==> src/rtl/z8420_pkg.sv <==
// Shared constants, FSM encoding and the mode-3 match function for the Z8420 PIO port controller.
package z8420_pkg;

    localparam logic [1:0] MODE_OUT   = 2'b00;
    localparam logic [1:0] MODE_IN    = 2'b01;
    localparam logic [1:0] MODE_BIDIR = 2'b10;
    localparam logic [1:0] MODE_BIT   = 2'b11;

    localparam logic [3:0] CW_MODE = 4'hF;
    localparam logic [3:0] CW_IC   = 4'h7;
    localparam logic [3:0] CW_IE   = 4'h3;

    typedef enum logic [1:0] {
        S_CMD,
        S_IOSEL,
        S_MASK
    } state_t;

    // Bit-control match: only unmasked input bits take part; with none active the
    // condition is false for both AND and OR, so an all-masked port never fires.
    function automatic logic bit_match(input logic [7:0] s,
                                       input logic [7:0] mask,
                                       input logic [7:0] iosel,
                                       input logic       high,
                                       input logic       and_fn);
        logic [7:0] active;
        logic [7:0] hit;
        active = ~mask & iosel;
        hit    = high ? s : ~s;
        if (and_fn)
            return (active != 8'h00) && ((active & ~hit) == 8'h00);
        else
            return |(active & hit);
    endfunction

endpackage

==> src/rtl/pio_sync.sv <==
// Multi-stage flop synchroniser for asynchronous port pins and the handshake strobe.
module pio_sync #(
    parameter int WIDTH  = 8,
    parameter int STAGES = 2
) (
    input  logic             clk,
    input  logic             rst,
    input  logic [WIDTH-1:0] d,
    output logic [WIDTH-1:0] q
);

    logic [STAGES-1:0][WIDTH-1:0] pipe;

    // NOTE: non-blocking assignment so every stage shifts from the pre-edge values.
    always_ff @(posedge clk) begin
        if (rst)
            pipe <= '0;
        else
            pipe <= {pipe[STAGES-2:0], d};
    end

    assign q = pipe[STAGES-1];

endmodule

==> src/rtl/pio_port_ctrl.sv <==
// Z8420 PIO per-port control-word decoder and interrupt-condition generator feeding
// the port's daisy-chain stage (INTI request pulse, INTEN level, vector byte).
module pio_port_ctrl
    import z8420_pkg::*;
#(
    parameter int SYNC_STAGES = 2
) (
    input  logic       CLK,
    input  logic       RESET,
    input  logic       CTRL_WR,
    input  logic [7:0] DI,
    input  logic [7:0] PIN,
    input  logic       STB_n,
    output logic [1:0] MODE,
    output logic [7:0] IOSEL,
    output logic [7:0] VECTOR,
    output logic       INTEN,
    output logic       INTI
);

    state_t     state_q, state_d;
    logic [1:0] mode_q;
    logic [7:0] iosel_q, mask_q, vector_q;
    logic       inten_q, and_q, high_q;
    logic       match, match_q, inti_q;
    logic [7:0] s_pin;
    logic       s_stb;
    logic       in_mask;

    logic ld_vector, ld_mode, ld_ic, ld_ie, ld_iosel, ld_mask;

    pio_sync #(.WIDTH(8), .STAGES(SYNC_STAGES)) u_sync_pin (
        .clk (CLK),
        .rst (RESET),
        .d   (PIN),
        .q   (s_pin)
    );

    pio_sync #(.WIDTH(1), .STAGES(SYNC_STAGES)) u_sync_stb (
        .clk (CLK),
        .rst (RESET),
        .d   (STB_n),
        .q   (s_stb)
    );

    always_ff @(posedge CLK) begin
        if (RESET)
            state_q <= S_CMD;
        else
            state_q <= state_d;
    end

    // NOTE: every output of this block gets a default first so no latch is inferred.
    always_comb begin
        state_d   = state_q;
        ld_vector = 1'b0;
        ld_mode   = 1'b0;
        ld_ic     = 1'b0;
        ld_ie     = 1'b0;
        ld_iosel  = 1'b0;
        ld_mask   = 1'b0;
        if (CTRL_WR) begin
            case (state_q)
                S_IOSEL: begin
                    ld_iosel = 1'b1;
                    state_d  = S_CMD;
                end
                S_MASK: begin
                    ld_mask = 1'b1;
                    state_d = S_CMD;
                end
                default: begin
                    state_d = S_CMD;
                    if (!DI[0]) begin
                        ld_vector = 1'b1;
                    end else if (DI[3:0] == CW_MODE) begin
                        ld_mode = 1'b1;
                        if (DI[7:6] == MODE_BIT) state_d = S_IOSEL;
                    end else if (DI[3:0] == CW_IC) begin
                        ld_ic = 1'b1;
                        if (DI[4]) state_d = S_MASK;
                    end else if (DI[3:0] == CW_IE) begin
                        ld_ie = 1'b1;
                    end
                end
            endcase
        end
    end

    always_ff @(posedge CLK) begin
        if (RESET) begin
            mode_q   <= MODE_IN;
            iosel_q  <= 8'hFF;
            mask_q   <= 8'hFF;
            vector_q <= 8'h00;
            inten_q  <= 1'b0;
            and_q    <= 1'b0;
            high_q   <= 1'b0;
        end else begin
            if (ld_vector) vector_q <= DI;
            if (ld_mode)   mode_q   <= DI[7:6];
            if (ld_iosel)  iosel_q  <= DI;
            if (ld_mask)   mask_q   <= DI;
            if (ld_ic) begin
                inten_q <= DI[7];
                and_q   <= DI[6];
                high_q  <= DI[5];
            end
            if (ld_ie)     inten_q  <= DI[7];
        end
    end

    always_comb begin
        match = 1'b0;
        case (mode_q)
            MODE_OUT, MODE_IN, MODE_BIDIR: match = s_stb;
            MODE_BIT: match = bit_match(s_pin, mask_q, iosel_q, high_q, and_q);
            default:  match = 1'b0;
        endcase
    end

    assign in_mask = (state_q == S_MASK);

    // match_q is held low while awaiting the mask so a condition already true on
    // exit from S_MASK is seen as a fresh rising edge.
    always_ff @(posedge CLK) begin
        if (RESET) begin
            match_q <= 1'b0;
            inti_q  <= 1'b0;
        end else begin
            match_q <= match & ~in_mask;
            inti_q  <= match & ~match_q & ~in_mask;
        end
    end

    assign MODE   = mode_q;
    assign IOSEL  = iosel_q;
    assign VECTOR = {vector_q[7:1], 1'b0};
    assign INTEN  = inten_q & ~in_mask;
    assign INTI   = inti_q;

endmodule
==> config.mk <==
export PLATFORM = sky130hd
export DESIGN_NAME = pio_port_ctrl
export DESIGN_NICKNAME = d
export VERILOG_FILES = /design/src/rtl/z8420_pkg.sv /design/src/rtl/pio_sync.sv /design/src/rtl/pio_port_ctrl.sv
export SDC_FILE = /design/constraint.sdc
export NUM_CORES = 1
export LEC_CHECK = 0
export ABC_CLOCK_PERIOD_IN_PS = 4000
export CORE_MARGIN = 10
export CORE_UTILIZATION = 40
export CTS_CLUSTER_SIZE = 24
export DETAILED_ROUTE_END_ITERATION = 8
export GPL_TIMING_DRIVEN = 0
export PLACE_DENSITY = 0.76
export SLEW_MARGIN = 20
export SYNTH_ARGS = -nofsm -noshare
export SYNTH_HDL_FRONTEND = slang
export SYNTH_SLANG_ARGS = --single-unit
==> constraint.sdc <==
create_clock -name CLK -period 4 [get_ports CLK]
set_input_delay 0.8 -clock CLK [delete_from_list [all_inputs] [get_ports CLK]]
set_output_delay 0.8 -clock CLK [all_outputs]
set_load 0.01 [all_outputs]
==> results.sh, run 1 <==
export IMPL_post_synth_top_area_cell="sky130_fd_sc_hd__dfxtp_1"
export IMPL_place_ws_ns=1.62
export IMPL_critPathKind="reg2out"
export IMPL_synthesis_instances=198
export IMPL_power_per_cell_area_mw_per_mm2=353
export IMPL_setup_total_negative_slack_ns=0
export IMPL_area_growth_synth_to_final_pct=28.0
export IMPL_clk_latency_ns=0.31
export IMPL_drv_slew=0
export IMPL_clock_sinks=50
export IMPL_timing_hold_worst_class="reg2reg"
export IMPL_hp_start="match_q"
export IMPL_crit_path_max_fanout=10
export IMPL_leading_cell_type_by_number_of_instances_after_synthesis="sky130_fd_sc_hd__dfxtp_1"
export IMPL_postSynth_asyncResetShare_pct=0
export IMPL_mean_routed_wirelength_per_cell_um=14.5
export IMPL_clock_path_buffers=2
export IMPL_synth_common_cells="50 x sky130_fd_sc_hd__dfxtp_1, 25 x sky130_fd_sc_hd__nor2b_1, 17 x sky130_fd_sc_hd__a211o_1, 16 x sky130_fd_sc_hd__and3_1, 15 x sky130_fd_sc_hd__nor2_1"
export IMPL_start_util_pct=41.7
export IMPL_routed_wl_um=4510
export IMPL_yosys_register_bits=50
export IMPL_post_cts_hold_buffer_count=0
export IMPL_grt_remaining_overflow=0
export IMPL_ys_dominant_reg_cell="sky130_fd_sc_hd__dfxtp_1"
export IMPL_regToRegStartpoint="high_q"
export IMPL_synth_top_cells_by_area="sky130_fd_sc_hd__dfxtp_1 50%, sky130_fd_sc_hd__nor2b_1 7.9%, sky130_fd_sc_hd__a211o_1 7.5%, sky130_fd_sc_hd__and3_1 5.0%, sky130_fd_sc_hd__mux2i_1 5.0%"
export IMPL_synth_area_per_cell_um2=10.0
export IMPL_cell_area_after_synthesis_mm2=0.00198
export IMPL_p_total_uw=895
export IMPL_tritoncts_num_buffers=5
export IMPL_ys_warnings_count=0
export IMPL_antenna_cells_inserted=0
export IMPL_top_level_ports=40
export IMPL_timing_critical_path_required_ns=3.20
export IMPL_gp_congestion=0.789
export IMPL_crit_path_start_kind="register"
export IMPL_first_iter_violations=102
export IMPL_critical_path_reg2reg_endpoint="match_q"
export IMPL_synth_sequential_area_ratio_pct=50.5
export IMPL_post_route_cells_drive_above_1_share_pct=4.92
export IMPL_cts_repair_resize_count=0
export IMPL_routed_via_density=4.99
export IMPL_die_width_um=90.4
export IMPL_synthDistinctLibCells=31
export IMPL_clock_transition_at_the_registers_of_the_reported_paths_ns=0.09
export IMPL_dr_total_vias=1553
export IMPL_final_hold_viol_count=0
export IMPL_r2r_worst_path_cells=6
export IMPL_synth_net_count=220
export IMPL_hold_path_endpoint="INTI"
export IMPL_run_status="completed"
export IMPL_postCtsSetupBuffers=0
export IMPL_portBuffers=38
export IMPL_via_count_of_the_first_global_routing_pass=1624
export IMPL_skew_ns=0.0171
export IMPL_first_drt_pass_iteration_count=4
export IMPL_dp_hpwl_um=3440
export IMPL_setup_viol_count_final=0
export IMPL_final_net_count=265
export IMPL_worst_hold_path_num_cells=1
export IMPL_vertical_extent_of_the_die_um=90.4
export IMPL_antenna_left=0
export IMPL_vdd_drop_max_v=0.000216
export IMPL_clockRootBuffer="sky130_fd_sc_hd__clkbuf_8"
export IMPL_maxCapViolations=0
export IMPL_die_area_mm2=0.00817
export IMPL_drt_drc_violations_left=0
export IMPL_synth_edf_count=0
export IMPL_worst_path_arrival_ns=1.84
export IMPL_core_region_area_mm2=0.00475
export IMPL_cts_tree="yes"
export IMPL_cellLeakagePower_uw=0.00109
export IMPL_std_cell_rows=25
export IMPL_max_clock_freq_mhz=379
export IMPL_rsz0062_at_grt="false"
export IMPL_htreeDepth=2
export IMPL_groute_usage_overall_pct=11.2
export IMPL_antenna_found_initial=0
export IMPL_grt_start_max_net_pins=15
export IMPL_reg2reg_slack_ns=2.35
export IMPL_critPathCaptureType="output port"
export IMPL_final_min_period_over_clock_period_pct=66.0
export IMPL_share_of_the_synthesized_area_in_the_top_cell_type_pct=50.5
export IMPL_timing_final_crit_period_ns=2.64
export IMPL_first_pass_grt_wire_length_um=7660
export IMPL_slack_of_the_critical_path_ns=1.36
==> sequential cells by signal, indices dropped and copies added, names as in the netlist, 2 cells and up <==
| register | count |
|---|---|
| state_q | 2 |
| u_sync_pin.pipe | 8 |
| MODE | 2 |
| mask_q | 8 |
| u_sync_pin.q | 8 |
| IOSEL | 8 |
| vector_q | 7 |
==> critical path, stage by stage, from the launching register on <==
cell                              delay (ns)
sky130_fd_sc_hd__dfxtp_1                0.36
sky130_fd_sc_hd__inv_1                  0.06
sky130_fd_sc_hd__ha_1                   0.21
sky130_fd_sc_hd__clkbuf_1               0.21
sky130_fd_sc_hd__nor2b_1                0.15
sky130_fd_sc_hd__clkdlybuf4s50_1        0.54
==> per-layer routing <==
| metal | GRT usage, % | wire (µm) | up-vias |
|---|---|---|---|
| li1 | - | - | 776 |
| met1 | 13.0 | 2070 | 738 |
| met2 | 18.9 | 2170 | 33 |
| met3 | 3.82 | 207 | 6 |
| met4 | 3.85 | 55 | 0 |
| met5 | 0 | 0 | - |
==> per-stage QoR <==
stage	hold WS, ns	std cells	utilization, %	area, µm²
2_1_floorplan	0.389	198	-	1980
3_3_place_gp	0.400	303	51.5	2450
3_5_place_dp	0.401	303	51.5	2450
4_1_cts	0.412	311	53.4	2540
5_1_grt	0.413	311	53.4	2540
6_report	0.408	311	53.4	2540
==> how the worst max path moves through the flow <==
| stage | depth (start not counted) | to | startpoint | slack (ns) |
|---|---|---|---|---|
| global route | 5 | INTEN | state_q[0] | 1.23 |
| CTS | 5 | INTEN | state_q[0] | 1.34 |
| global placement | 4 | IOSEL[7] | RESET | 1.63 |
| finish | 5 | INTEN | state_q[0] | 1.36 |
| detailed placement | 4 | IOSEL[0] | RESET | 1.62 |
| floorplan | 4 | INTEN | state_q[0] | 2.29 |
==> cell type report <==
| type | count | area, µm² |
|---|---|---|
| buffer | 11 | 53.8 |
| clock buffer | 7 | 86.3 |
| clock inverter | 1 | 5.00 |
| fill | 450 | 2220 |
| inverter | 7 | 26.3 |
| multi-input combinational | 130 | 902 |
| sequential | 50 | 1000 |
| tap | 67 | 83.8 |
| timing repair buffer | 38 | 380 |
==> cell families after synthesis <==
| kind of cell | after synthesis | share of synthesized area, % |
|---|---|---|
| compound gates | 33 | 13.7 |
| flops | 50 | 50.5 |
| simple gates | 76 | 21.8 |
| xor+xnor | 8 | 3.53 |
| fa+ha+maj | 2 | 1.26 |
| other cells | 1 | 0.189 |
| buf+inv | 18 | 4.04 |
| mux | 10 | 5.05 |
==> cells in the final DEF (no fill, tap or decap), drive strengths merged, types with 4 or more instances in the layout <==
cell / instances
a211o: 17
inv: 7
and3: 16
dfxtp: 50
nor2b: 25
nand2b: 8
nor2: 15
o22ai: 4
nand2: 4
clkdlybuf4s50: 38
clkbuf: 15
xor2: 8
mux2i: 10
==> power breakdown <==
part | internal [µW] | switching (µW) | leakage, µW
combinational | 41.0 | 35.0 | 0.000630
sequential | 512 | 5.45 | 0.000409
clock | 140 | 162 | 0.0000482
No activity file was read; power rests on OpenSTA's default activity.
==> run 2, diff against run 1 <==
--- a/config.mk
+++ b/config.mk
@@ -5,7 +5,7 @@
 export SDC_FILE = /design/constraint.sdc
 export NUM_CORES = 1
 export LEC_CHECK = 0
-export ABC_CLOCK_PERIOD_IN_PS = 4000
+export ABC_CLOCK_PERIOD_IN_PS = 2500
 export CORE_MARGIN = 10
 export CORE_UTILIZATION = 40
 export CTS_CLUSTER_SIZE = 24
==> constraint.sdc (replaced) <==
create_clock -name CLK -period 2.5 [get_ports CLK]
set_input_delay 0.5 -clock CLK [delete_from_list [all_inputs] [get_ports CLK]]
set_output_delay 0.5 -clock CLK [all_outputs]
set_load 0.01 [all_outputs]
==> results of run 2 <==
The final DEF is identical to that of run 1. Status: completed.
Main changes from that run: setup slack after placement 1.62 ns -> 0.419 ns; setup slack after layout 1.36 ns -> 0.160 ns; register-to-register setup slack 2.35 ns -> 0.85 ns; total power 895 µW -> 1430 µW; worst IR drop on VDD 0.000216 V -> 0.000346 V
